--- src/rtl/prime_check_sequencer_if.sv ---
// prime_check_sequencer_if
//  Handshake bundle between the operand source, the prime-check sequencer and
//  the result consumer.
//
//  Signals
//   in_valid   source -> seq   operand offered
//   in_ready   seq -> source   sequencer can take an operand this cycle
//   data_in    source -> seq   operand, sampled only on accept
//   out_valid  seq -> consumer result valid, held until out_ready
//   out_ready  consumer -> seq consumer takes the result
//   is_prime   seq -> consumer 1 = operand is prime
//   div_mask   seq -> consumer divisibility flags for 2,3,5,7,11,13 (bit 0 = 2)
//   busy       seq -> anyone   sequencer is working on an operand
//
//  Modports
//   slave   the sequencer's view
//   master  the view of whatever drives operands and consumes results
interface prime_check_sequencer_if #(
    parameter int WIDTH = 8
);
    logic             in_valid;
    logic             in_ready;
    logic [WIDTH-1:0] data_in;
    logic             out_valid;
    logic             out_ready;
    logic             is_prime;
    logic [5:0]       div_mask;
    logic             busy;

    modport slave (
        input  in_valid,
        input  data_in,
        input  out_ready,
        output in_ready,
        output out_valid,
        output is_prime,
        output div_mask,
        output busy
    );

    modport master (
        output in_valid,
        output data_in,
        output out_ready,
        input  in_ready,
        input  out_valid,
        input  is_prime,
        input  div_mask,
        input  busy
    );
endinterface

--- src/rtl/prime_check_sequencer.sv ---
// prime_check_sequencer
//  Takes an 8-bit operand over a valid/ready handshake and decides whether it
//  is prime. The operand is shifted MSB-first through six serial residue
//  trackers (mod 2,3,5,7,11,13). Once every bit has been consumed the residues
//  become a divisibility mask and a prime verdict. The result is held until the
//  consumer takes it.
//
//  Parameters
//   WIDTH       operand width. Only 8 is meaningful: the primes up to 13 cover
//               every factor an 8-bit composite must have.
//   BIT_CYCLES  clocks each operand bit is held before the trackers consume it.
//
//  Ports
//   clk    rising-edge clock
//   reset  synchronous, active-high. Drops any operand in flight.
//   bus    slave side of prime_check_sequencer_if (in/out handshakes, is_prime,
//          div_mask, busy)
//
//  Timing: accept on edge T0 -> out_valid high after edge T0 + WIDTH*BIT_CYCLES + 2.
module prime_check_sequencer #(
    parameter int WIDTH      = 8,
    parameter int BIT_CYCLES = 1
) (
    input logic                    clk,
    input logic                    reset,
    prime_check_sequencer_if.slave bus
);

    localparam int NUM_PRIMES = 6;
    localparam int IDX_W      = $clog2(WIDTH);
    localparam int SUB_W      = (BIT_CYCLES > 1) ? $clog2(BIT_CYCLES) : 1;

    typedef enum logic [2:0] {
        IDLE,
        CLEAR,
        SHIFT,
        EVAL,
        DONE
    } state_t;

    function automatic int primeAt(input int i);
        case (i)
            0:       return 2;
            1:       return 3;
            2:       return 5;
            3:       return 7;
            4:       return 11;
            default: return 13;
        endcase
    endfunction

    state_t                  state_q, state_d;
    logic [WIDTH-1:0]        op_q, op_d;
    logic [IDX_W-1:0]        bit_idx_q, bit_idx_d;
    logic [SUB_W-1:0]        sub_q, sub_d;
    logic                    out_valid_q, out_valid_d;
    logic                    is_prime_q, is_prime_d;
    logic [NUM_PRIMES-1:0]   div_mask_q, div_mask_d;

    logic                    in_ready;
    logic                    accept;
    logic                    cur_bit;
    logic                    bit_tick;
    logic                    clear_en;
    logic                    shift_en;
    logic [NUM_PRIMES-1:0]   res_zero;
    logic [NUM_PRIMES-1:0]   eq_mask;

    // in_ready is masked by reset so no operand is taken on a reset cycle.
    assign in_ready = (state_q == IDLE) & ~reset;
    assign accept   = bus.in_valid & in_ready;

    // bit_tick marks the last sub-cycle of a bit period. That is when the
    // trackers consume the bit and the bit index moves on.
    assign cur_bit  = op_q[bit_idx_q];
    assign bit_tick = (sub_q == SUB_W'(BIT_CYCLES - 1));
    assign clear_en = (state_q == CLEAR);
    assign shift_en = (state_q == SHIFT) & bit_tick;

    // One serial residue tracker per prime. Each tracker is only as wide as
    // its prime needs. The doubled-plus-bit value is at most 2p-1, so a
    // single conditional subtract brings it back into 0..p-1.
    for (genvar g = 0; g < NUM_PRIMES; g++) begin : g_res
        localparam int             P     = primeAt(g);
        localparam int             RW    = $clog2(P);
        localparam logic [RW:0]    P_EXT = P[RW:0];

        logic [RW-1:0] res_q, res_d;
        logic [RW:0]   doubled;

        always_comb begin
            doubled = {res_q, cur_bit};
            res_d   = res_q;
            if (clear_en) begin
                res_d = '0;
            end else if (shift_en) begin
                res_d = (doubled >= P_EXT) ? RW'(doubled - P_EXT) : RW'(doubled);
            end
        end

        always_ff @(posedge clk) begin
            if (reset) begin
                res_q <= '0;
            end else begin
                res_q <= res_d;
            end
        end

        assign res_zero[g] = (res_q == '0);
        assign eq_mask[g]  = (op_q == P[WIDTH-1:0]);
    end

    // State and result registers.
    always_ff @(posedge clk) begin
        if (reset) begin
            state_q     <= IDLE;
            op_q        <= '0;
            bit_idx_q   <= '0;
            sub_q       <= '0;
            out_valid_q <= 1'b0;
            is_prime_q  <= 1'b0;
            div_mask_q  <= '0;
        end else begin
            state_q     <= state_d;
            op_q        <= op_d;
            bit_idx_q   <= bit_idx_d;
            sub_q       <= sub_d;
            out_valid_q <= out_valid_d;
            is_prime_q  <= is_prime_d;
            div_mask_q  <= div_mask_d;
        end
    end

    // Next-state logic. The verdict treats a prime's own divisibility flag as
    // harmless when the operand equals that prime. Operands below 2 are never
    // prime, and an operand of 0 sets every divisibility flag.
    always_comb begin
        state_d     = state_q;
        op_d        = op_q;
        bit_idx_d   = bit_idx_q;
        sub_d       = sub_q;
        out_valid_d = out_valid_q;
        is_prime_d  = is_prime_q;
        div_mask_d  = div_mask_q;

        case (state_q)
            IDLE: begin
                if (accept) begin
                    op_d    = bus.data_in;
                    state_d = CLEAR;
                end
            end
            CLEAR: begin
                bit_idx_d = IDX_W'(WIDTH - 1);
                sub_d     = '0;
                state_d   = SHIFT;
            end
            SHIFT: begin
                if (bit_tick) begin
                    sub_d = '0;
                    if (bit_idx_q == '0) begin
                        state_d = EVAL;
                    end else begin
                        bit_idx_d = bit_idx_q - IDX_W'(1);
                    end
                end else begin
                    sub_d = sub_q + SUB_W'(1);
                end
            end
            EVAL: begin
                div_mask_d  = res_zero;
                is_prime_d  = (op_q >= WIDTH'(2)) & ~|(res_zero & ~eq_mask);
                out_valid_d = 1'b1;
                state_d     = DONE;
            end
            DONE: begin
                if (out_valid_q & bus.out_ready) begin
                    out_valid_d = 1'b0;
                    state_d     = IDLE;
                end
            end
            default: begin
                state_d = IDLE;
            end
        endcase
    end

    assign bus.in_ready  = in_ready;
    assign bus.out_valid = out_valid_q;
    assign bus.is_prime  = is_prime_q;
    assign bus.div_mask  = div_mask_q;
    assign bus.busy      = (state_q == CLEAR) | (state_q == SHIFT) | (state_q == EVAL);

endmodule

--- src/flat_wrapper.sv ---
// flat-port wrapper written by rule: the top's interface ports become plain ports
module prime_check_sequencer_flat 
#(
    parameter int WIDTH      = 8,
    parameter int BIT_CYCLES = 1
)
  (clk, reset, bus_in_valid, bus_data_in, bus_out_ready, bus_in_ready, bus_out_valid, bus_is_prime, bus_div_mask, bus_busy);
  prime_check_sequencer_if #(.WIDTH(WIDTH)) bus_i ();
  input logic clk;
  input logic reset;
  input wire logic [$bits(bus_i.in_valid)-1:0] bus_in_valid;
  input wire logic [$bits(bus_i.data_in)-1:0] bus_data_in;
  input wire logic [$bits(bus_i.out_ready)-1:0] bus_out_ready;
  output wire logic [$bits(bus_i.in_ready)-1:0] bus_in_ready;
  output wire logic [$bits(bus_i.out_valid)-1:0] bus_out_valid;
  output wire logic [$bits(bus_i.is_prime)-1:0] bus_is_prime;
  output wire logic [$bits(bus_i.div_mask)-1:0] bus_div_mask;
  output wire logic [$bits(bus_i.busy)-1:0] bus_busy;
  assign bus_i.in_valid = bus_in_valid;
  assign bus_i.data_in = bus_data_in;
  assign bus_i.out_ready = bus_out_ready;
  assign bus_in_ready = bus_i.in_ready;
  assign bus_out_valid = bus_i.out_valid;
  assign bus_is_prime = bus_i.is_prime;
  assign bus_div_mask = bus_i.div_mask;
  assign bus_busy = bus_i.busy;
  prime_check_sequencer #(.WIDTH(WIDTH), .BIT_CYCLES(BIT_CYCLES)) u_core (.clk(clk), .reset(reset), .bus(bus_i));
endmodule
--- config.mk ---
export PLATFORM = sky130hd
export DESIGN_NAME = prime_check_sequencer_flat
export DESIGN_NICKNAME = d
export VERILOG_FILES = /design/src/rtl/prime_check_sequencer_if.sv /design/src/rtl/prime_check_sequencer.sv /design/src/flat_wrapper.sv
export SDC_FILE = /design/constraint.sdc
export NUM_CORES = 1
export LEC_CHECK = 0
export CORE_MARGIN = 5
export CORE_UTILIZATION = 45
export DETAILED_ROUTE_END_ITERATION = 8
export PLACE_DENSITY = 0.68
export SLEW_MARGIN = 20
export SYNTH_ARGS = -nofsm -noshare
export SYNTH_HDL_FRONTEND = slang
export SYNTH_SLANG_ARGS = --single-unit
export TNS_END_PERCENT = 10
--- constraint.sdc ---
create_clock -name clk -period 2.03 [get_ports clk]
set_input_delay 0.203 -clock clk [delete_from_list [all_inputs] [get_ports clk]]
set_output_delay 0.203 -clock clk [all_outputs]
set_load 0.005 [all_outputs]
==> results.cfg, run 1 <==
[route]
wl_per_cell_microns = 14.0
drtIter0Drc = 94
first_pass_iters = 4
ant_nets = 0
num_vias = 2004
wl_microns = 5000
drc = 0
avgViaCountPerCell = 5.60

[min_path]
hold_depth = 3
worstHoldStart = bus_data_in[6]
hold_path_class = in2reg
min_to = u_core.op_q[6]

[critical_path]
cp.buffers_inverters = 2
r2r_slack_ps = 60
crit_fanout = 4
r2r-end = u_core.g_res[5].res_q[1]
critPathKind = reg2reg
rr_startpoint = u_core.bit_idx_q[1]
required_ps = 2260
path_delay_family = simple AND/OR/NAND/NOR gates
cp_data_arrival_time_ps = 2200
r2r_cells = 7
crit_path_end_kind = flop
cp_slowest_stage_delay_ps = 510
cp_cell_sequence = inv_1, nand3_1, nand4_4, buf_4, ha_1, or4_1, a31oi_1
slowest_stage = or4_1
cp-start-kind = flop

[yosys]
synth.avg_cell_area_sq_um = 8.11
ys_warn_count = 0
synth_cells = 263
synth_top_area_cell = dfxtp_1
ys_async_sr_fraction_pct = 0
ys_seq_elements = 39
netlist_top_cells_count = dfxtp_1, nand2_1, a21oi_1, nor2_1, o21ai_0
synth_edf_count = 0
synth_area_leaders = dfxtp_1, a21oi_1, ha_1, nand2_1, mux2i_1
yosys_most_used_dff = dfxtp_1
synth_nets = 284
ys_seq_area_share_pct = 36.6
synthDistinctLibCells = 48
yosysMostFrequentCell = dfxtp_1
netlist_area_sq_um = 2130
netlist.area_leader.share_pct = 36.6

[timing]
finalCriticalPeriod_ps = 1970
finalCritPeriodShare_pct = 97.1
rsz0062_at_grt = yes
final-setup-viol-count = 0
worstMarginPinSlew_ps = 477
slew-limit-headroom_pct = 67.9
finalHoldViolations = 0
drv_slew = 0
fmaxAchievable_ghz = 0.508
finClkSkew_ps = 10.4

[grt]
antenna_found_initial = 0
gr-usage-all-layers_pct = 17.6
grt_pass1_wl_microns = 8830
grt_pass1_vias = 1953
grt_overflow_total = 0
grt_max_degree = 26

[cells_and_area]
area_growth_syn_to_layout_pct = 26.0
drive_gt1_share_pct = 17.8
antenna_cells = 0
nNetsFinal = 324
stdcell_count = 358
stdcell_area_sq_um = 2690

[pwr]
pwr-share-clk_pct = 14.4
ir_drop_mv = 0.561
p_int_w = 0.00216
p_seq_share_pct = 30.8
switching_share_pct = 40.4
power.switching_w = 0.00146
p_per_area_nw_per_um2 = 1350
combPwrFrac_pct = 54.8
power.leakage_nw = 1.03

[floorplan]
io_pins = 22
die-area_sq_um = 6210
die_w_microns = 78.8
core_area_sq_um = 4660
die_h_microns = 78.8
start_util_pct = 45.7
row_count = 25

[placement]
hpwl_microns = 3600
io_buffer_count = 21
place_congestion = 0.860
place_area_sq_um = 2580
dpl.cell_count = 350

[clock_tree]
cts_sinks = 39
htree_levels = 2
cts_buffers = 5
cts_buffer_depth = 2
cts_tree = built
post_cts_buffers = 0
clk_pin_slew_ps = 80
root_buffer = clkbuf_8
clk_latency_ps = 290
hold_buffers = 0

[status]
status = finished, final reports clean

[flow_run]
drv_cap = 0
cells in the final DEF (no fill, tap or decap), types with 3 or more instances in the layout:
cell,instances
a21oi_2,3
nand3_1,10
nor2_1,21
buf_4,27
dfxtp_1,36
inv_1,8
xnor2_1,3
or4_1,4
mux2i_1,9
clkbuf_8,5
ha_1,7
a21oi_1,25
a31oi_1,3
o21ai_0,14
a211oi_1,3
nand3b_1,11
mux2_2,4
nand2_1,30
or3_1,3
clkdlybuf4s50_1,21
nor2b_1,3
nor4_1,6
nor3_1,8
layer usage:
metal	part of all wire, %	vias up	global-route usage, %
met1	48	928	22.4
met5	0	-	0
met2	47	43	28.7
li1	-	1024	-
met3	3.0	9	3.85
met4	2.3	0	7.39
worst register-to-register path, delay by kind of cell (launching register included):
kind	cells	cell delay (ps)
compound gates	1	170
flops	1	400
fa+ha+maj	1	290
buf+inv	2	280
simple gates	3	760
layout make-up:
type / count / area [sq um]
Clock buffer: 6 / 72.6
Clock inverter: 2 / 12.5
Fill cell: 434 / 1970
Inverter: 10 / 42.5
Multi-Input combinational cell: 198 / 1270
Sequential cell: 39 / 787
Tap cell: 54 / 67.6
Timing Repair Buffer: 49 / 433
state kept, by name (all words and copies together) (netlist names):
| name | cells |
|---|---|
| u_core.g_res.res_q | 17 |
| u_core.bit_idx_q | 3 |
| u_core.bus.div_mask | 6 |
| u_core.bus.is_prime | 1 |
| u_core.bus.out_valid | 1 |
| u_core.op_q | 8 |
| u_core.state_q | 3 |
worst max path at each step:
| stage | start | cells after the start | endpoint | slack [ps] |
|---|---|---|---|---|
| after floorplan | u_core.bit_idx_q[0] | 11 | u_core.g_res[4].res_q[1] | -4 |
| after global placement | u_core.bit_idx_q[0] | 7 | u_core.g_res[5].res_q[1] | 10 |
| after detailed placement | u_core.bit_idx_q[0] | 10 | u_core.g_res[5].res_q[1] | -40 |
| after CTS | u_core.bit_idx_q[0] | 10 | u_core.g_res[5].res_q[1] | 20 |
| after global routing | u_core.bit_idx_q[0] | 10 | u_core.g_res[4].res_q[1] | -40 |
| final | u_core.bit_idx_q[1] | 7 | u_core.g_res[5].res_q[1] | 60 |
power groups by stage:
stage | clock, W | sequential (W) | combinational (W)
floorplan | 0 | 0.00105 | 0.00123
global placement | 0 | 0.00111 | 0.00194
detailed placement | 0 | 0.00111 | 0.00197
CTS | 0.000539 | 0.00110 | 0.00198
global route | 0.000573 | 0.00115 | 0.00221
finish | 0.000521 | 0.00112 | 0.00199
logic make-up after synthesis:
group / Yosys count / share of synthesized area (%)
AND/OR/NAND/NOR: 110 / 27.1
adder cells (fa/ha/maj): 9 / 5.28
XOR/XNOR: 3 / 1.23
multiplexers: 14 / 6.87
buffers and inverters: 26 / 5.81
AO/OA/AOI/OAI: 62 / 17.1
flip-flops: 39 / 36.6
per-stage QoR:
stage	hold slack [ps]	TNS (ps)	util, %	setup WS [ps]	total power [W]
global placement	447	0	55.3	10.6	0.00305
floorplan	302	-3.73	-	-3.73	0.00228
finish	439	0	57.6	59.7	0.00362
detailed placement	450	-172	55.3	-41.4	0.00308
global route	431	-83.7	57.6	-39.1	0.00393
CTS	438	0	57.1	22.0	0.00362
timing repair:
action                                 4_1_cts  5_1_grt
gates resized for setup                      1        7
pin swaps                                    0        3
endpoints found under the hold margin        0        0
setup endpoints to repair                    6        9
Note: power is estimated with default switching activity, not from simulation.
==> run 2: changes to the inputs <==
--- a/config.mk
+++ b/config.mk
@@ -8,7 +8,7 @@
 export CORE_MARGIN = 5
 export CORE_UTILIZATION = 45
 export DETAILED_ROUTE_END_ITERATION = 8
-export PLACE_DENSITY = 0.68
+export PLACE_DENSITY = 0.67
 export SLEW_MARGIN = 20
 export SYNTH_ARGS = -nofsm -noshare
 export SYNTH_HDL_FRONTEND = slang
==> constraint.sdc (replaced) <==
create_clock -name clk -period 2.03 [get_ports clk]
set_input_delay 0.3045 -clock clk [delete_from_list [all_inputs] [get_ports clk]]
set_output_delay 0.3045 -clock clk [all_outputs]
set_load 0.005 [all_outputs]
==> results.cfg, run 2 (synthesis results as in run 1) <==
[timing]
finClkSkew_ps = 6.39
finalHoldViolations = 0
finalCritPeriodShare_pct = 98.2
worstMarginPinSlew_ps = 522
worst_slack_ps = 37.0
drv_slew = 0
finalCriticalPeriod_ps = 1990
slew-limit-headroom_pct = 64.9
final-setup-viol-count = 0
fmaxAchievable_ghz = 0.502
rsz0062_at_grt = yes

[critical_path]
required_ps = 2210
cp_data_arrival_time_ps = 2180
cp-start-kind = flop
critPathKind = reg2reg
crit_fanout = 8
crit_path_end_kind = flop

[pwr]
p_per_area_nw_per_um2 = 1380
ir_drop_mv = 0.591
power.leakage_nw = 1.05
finalPower_w = 0.00377

[clock_tree]
clk_latency_ps = 300
cts_buffer_depth = 2
cts_sinks = 39
cts_tree = built
cts_buffers = 5
htree_levels = 2
clk_pin_slew_ps = 80
root_buffer = clkbuf_8

[cells_and_area]
antenna_cells = 0
final_common_cell = dfxtp_1
nNetsFinal = 323
fillers = 427
drive_gt1_share_pct = 17.8
multi_input_area_sq_um = 1290
seqCellArea_sq_um = 785
top_register = u_core.g_res.res_q
final_cell_mix = dfxtp_1, nand2_1, buf_4, a21oi_1, nor2_1
area_growth_syn_to_layout_pct = 28.1
largest_reg_flops = 17

[status]
status = finished, final reports clean

[floorplan]
core_area_sq_um = 4660
start_util_pct = 45.7
die_h_microns = 78.8
die_w_microns = 78.8
die-area_sq_um = 6210
io_pins = 22
row_count = 25

[route]
drc = 0
avgViaCountPerCell = 5.56
wl_per_cell_microns = 13.7
num_vias = 1984
first_pass_iters = 4
ant_nets = 0
drtIter0Drc = 170
wl_microns = 4890

[grt]
antenna_found_initial = 0
grt_pass1_vias = 1932
grt_max_degree = 26
grt_overflow_total = 0
gr-usage-all-layers_pct = 17.6
grt_pass1_wl_microns = 8750

[placement]
io_buffer_count = 21
pre_cts_ws_ps = -84.9
place_congestion = 0.854
hpwl_microns = 3550

[min_path]
hold_path_class = reg2reg

[flow_run]
drv_cap = 0
## run 2: timing repair
| item | 4_1_cts | 5_1_grt |
|---|---|---|
| pin swaps | 3 | 6 |
| hold endpoints to repair | 0 | 0 |
| hold buffers | 0 | 0 |
| buffers inserted | 0 | 1 |
| setup endpoints to repair | 8 | 9 |
| gates cloned | 0 | 0 |
| resized for setup | 5 | 6 |
## run 2: worst paths after layout
check                               from                       end  slack, ps  depth (start not counted)
setup / recovery     u_core.bit_idx_q[0]  u_core.g_res[4].res_q[1]         40                         10
hold / removal    u_core.bus.div_mask[4]    u_core.bus.div_mask[4]        460                          2
setup reg to reg     u_core.bit_idx_q[0]  u_core.g_res[4].res_q[1]         40                         10
hold reg to reg   u_core.bus.div_mask[4]    u_core.bus.div_mask[4]        460                          2
## run 2: per-layer routing
layer | wire (microns) | vias to the layer above | GRT usage (%)
met5 | 0 | - | 0
met4 | 125 | 0 | 8.25
met3 | 183 | 11 | 3.85
met2 | 2240 | 41 | 28.0
met1 | 2350 | 905 | 22.6
li1 | - | 1027 | -
## run 2: final cells by class
type | instances | share of cell area, %
clock inverters | 3 | 1.60
repair buffers | 48 | 15.7
multi-input cells | 198 | 47.4
clock buffers | 5 | 2.52
well taps | 54 | 2.47
inverters | 10 | 1.56
flip-flops and latches | 39 | 28.7
## run 2: critical path: stages (launching register included)
cell and delay [ps]:
dfxtp_4 390, mux2i_1 210, nand3_1 140, nand4_4 140
inv_6 60, ha_4 150, o21a_1 170, nor2_2 140
mux2_4 310, o311ai_1 80, a21oi_1 100
## run 2: report_power, final
| group | leakage (nW) | switching (W) | internal [W] |
|---|---|---|---|
| registers | 0.318 | 0.000188 | 0.000922 |
| clock network | 0.0581 | 0.000291 | 0.000366 |
| logic | 0.675 | 0.000994 | 0.00101 |
| total | 1.05 | 0.00147 | 0.00229 |
## run 2: through the flow
stage / util [%] / cell area [sq um] / TNS (ps) / hold slack, ps / std cells
after floorplan: - / 2160 / -3.73 / 403 / 263
after global placement: 55.0 / 2560 / 0 / 449 / 348
after detailed placement: 55.0 / 2560 / -317 / 452 / 348
after CTS: 58.0 / 2700 / 0 / 467 / 356
after global routing: 58.6 / 2730 / -141 / 485 / 357
final: 58.6 / 2730 / 0 / 460 / 357
==> run 3: changes to the inputs <==
--- a/config.mk
+++ b/config.mk
@@ -6,9 +6,9 @@
 export NUM_CORES = 1
 export LEC_CHECK = 0
 export CORE_MARGIN = 5
-export CORE_UTILIZATION = 45
+export CORE_UTILIZATION = 39
 export DETAILED_ROUTE_END_ITERATION = 8
-export PLACE_DENSITY = 0.67
+export PLACE_DENSITY = 0.6
 export SLEW_MARGIN = 20
 export SYNTH_ARGS = -nofsm -noshare
 export SYNTH_HDL_FRONTEND = slang
==> results.cfg, run 3 (synthesis results as in run 1) <==
[status]
status = finished, final reports clean

[timing]
worstMarginPinSlew_ps = 516
final-setup-viol-count = 0
rsz0062_at_grt = yes
drv_slew = 0
fmaxAchievable_ghz = 0.500
finalHoldViolations = 0
finalCriticalPeriod_ps = 2000
finalCritPeriodShare_pct = 98.5
slew-limit-headroom_pct = 65.3
finClkSkew_ps = 7.13
fin_setup_tns_ps = 0

[clock_tree]
htree_levels = 2
cts_buffer_depth = 2
clk_latency_ps = 300
clk_pin_slew_ps = 80
root_buffer = clkbuf_8
cts_buffers = 5
cts_tree = built
cts_sinks = 39

[critical_path]
r2r_slack_ps = 30
rr_startpoint = u_core.bit_idx_q[0]
cp_data_arrival_time_ps = 1690
crit_path_end_kind = output pin
required_ps = 1730
r2r_cells = 9
cp_cell_sequence = nor4_2, buf_4, clkdlybuf4s50_1
slowest_stage = clkdlybuf4s50_1
cp-start-kind = flop
r2r-end = u_core.g_res[1].res_q[0]
critPathKind = reg2out
cp_slowest_stage_delay_ps = 500
crit_fanout = 11

[cells_and_area]
drive_gt1_share_pct = 20.1
nNetsFinal = 329
fillers = 553
stdcell_area_sq_um = 2800
final_common_cell = dfxtp_1
largest_reg_flops = 17
seqCellArea_sq_um = 785
area_growth_syn_to_layout_pct = 31.3
top_register = u_core.g_res.res_q
antenna_cells = 0
multi_input_area_sq_um = 1300
final_cell_mix = dfxtp_1, buf_4, nand2_1, a21oi_1, clkdlybuf4s50_1

[placement]
place_area_sq_um = 2630
hpwl_microns = 3640
place_congestion = 0.827
io_buffer_count = 21

[pwr]
p_per_area_nw_per_um2 = 1420
ir_drop_mv = 0.600
power.leakage_nw = 1.07

[min_path]
hold_depth = 2
worstHoldStart = u_core.bus.div_mask[4]
min_to = u_core.bus.div_mask[4]
hold_path_class = reg2reg

[route]
wl_microns = 5160
avgViaCountPerCell = 5.26
drc = 0
wl_per_cell_microns = 13.6
first_pass_iters = 4
ant_nets = 0
num_vias = 2004
drtIter0Drc = 75

[floorplan]
row_count = 27
die-area_sq_um = 7050
die_h_microns = 83.9
start_util_pct = 39.4
die_w_microns = 83.9
io_pins = 22
core_area_sq_um = 5410

[grt]
antenna_found_initial = 0
grt_pass1_wl_microns = 8490
grt_overflow_total = 0
grt_max_degree = 26
grt_pass1_vias = 1781
gr-usage-all-layers_pct = 14.6

[flow_run]
drv_cap = 0
==> run 3: cell types whose count changed in the layout (fill, tap and decap cells not counted), sizes merged <==
cell           change
dlymetal6s2s       -1
clkdlybuf4s50      +1
buf                +6
==> run 3: where the power goes <==
group	internal (W)	leakage [nW]	switching, W	total [W]
clock network	0.000367	0.0581	0.000304	0.000670
logic	0.00113	0.696	0.00105	0.00217
registers	0.000922	0.318	0.000207	0.00113
==> run 3: how the worst max path moves through the flow <==
stage | startpoint | cells past startpoint | slack (ps) | end
6_report | u_core.state_q[0] | 3 | 30 | bus_in_ready
4_1_cts | u_core.bit_idx_q[0] | 10 | 1 | u_core.g_res[4].res_q[1]
5_1_grt | u_core.bit_idx_q[0] | 10 | -110 | u_core.g_res[4].res_q[1]
2_1_floorplan | u_core.bit_idx_q[0] | 11 | -4 | u_core.g_res[4].res_q[1]
3_5_place_dp | u_core.bit_idx_q[0] | 10 | -90 | u_core.g_res[4].res_q[1]
3_3_place_gp | u_core.bit_idx_q[0] | 10 | -10 | u_core.g_res[5].res_q[1]
==> run 3: final cells by class <==
| class | count | share of cell area, % |
|---|---|---|
| clock buffers | 5 | 2.46 |
| clock inverters | 3 | 1.56 |
| inverters | 10 | 1.52 |
| multi-input cells | 198 | 46.4 |
| flip-flops and latches | 39 | 28.0 |
| well taps | 72 | 3.22 |
| repair buffers | 54 | 16.8 |
==> run 3: worst max-delay path: cells and delay by family, from the launching register on <==
kind	cells	cell delay (ps)
and+or+nand+nor	1	330
DFF	1	410
buffers and inverters	2	670
==> run 3: what timing repair did <==
item / CTS / global route
resized for setup: 2 / 10
pin swaps: 0 / 10
buffers inserted: 0 / 1
hold buffers: 0 / 0
cloned: 0 / 0
setup endpoints to repair: 9 / 11
==> run 3: through the flow <==
stage / cells / util [%] / total power [W] / hold WS [ps] / setup WS [ps]
final: 381 / 51.8 / 0.00397 / 462 / 30.6
after global routing: 381 / 51.8 / 0.00427 / 499 / -105
after CTS: 380 / 50.8 / 0.00383 / 468 / 1.12
after floorplan: 263 / - / 0.00228 / 403 / -3.73
after detailed placement: 372 / 48.6 / 0.00314 / 452 / -88.3
after global placement: 372 / 48.6 / 0.00313 / 449 / -11.1
==> run 3: layer usage <==
layer / share of wire, % / wire length [microns] / vias to the layer above / GRT usage, %
met2: 47 / 2410 / 46 / 22.5
met1: 49 / 2520 / 921 / 20.1
met4: 0.72 / 37 / 0 / 4.82
li1: - / - / 1035 / -
met3: 3.8 / 195 / 2 / 3.46
met5: 0 / 0 / - / 0
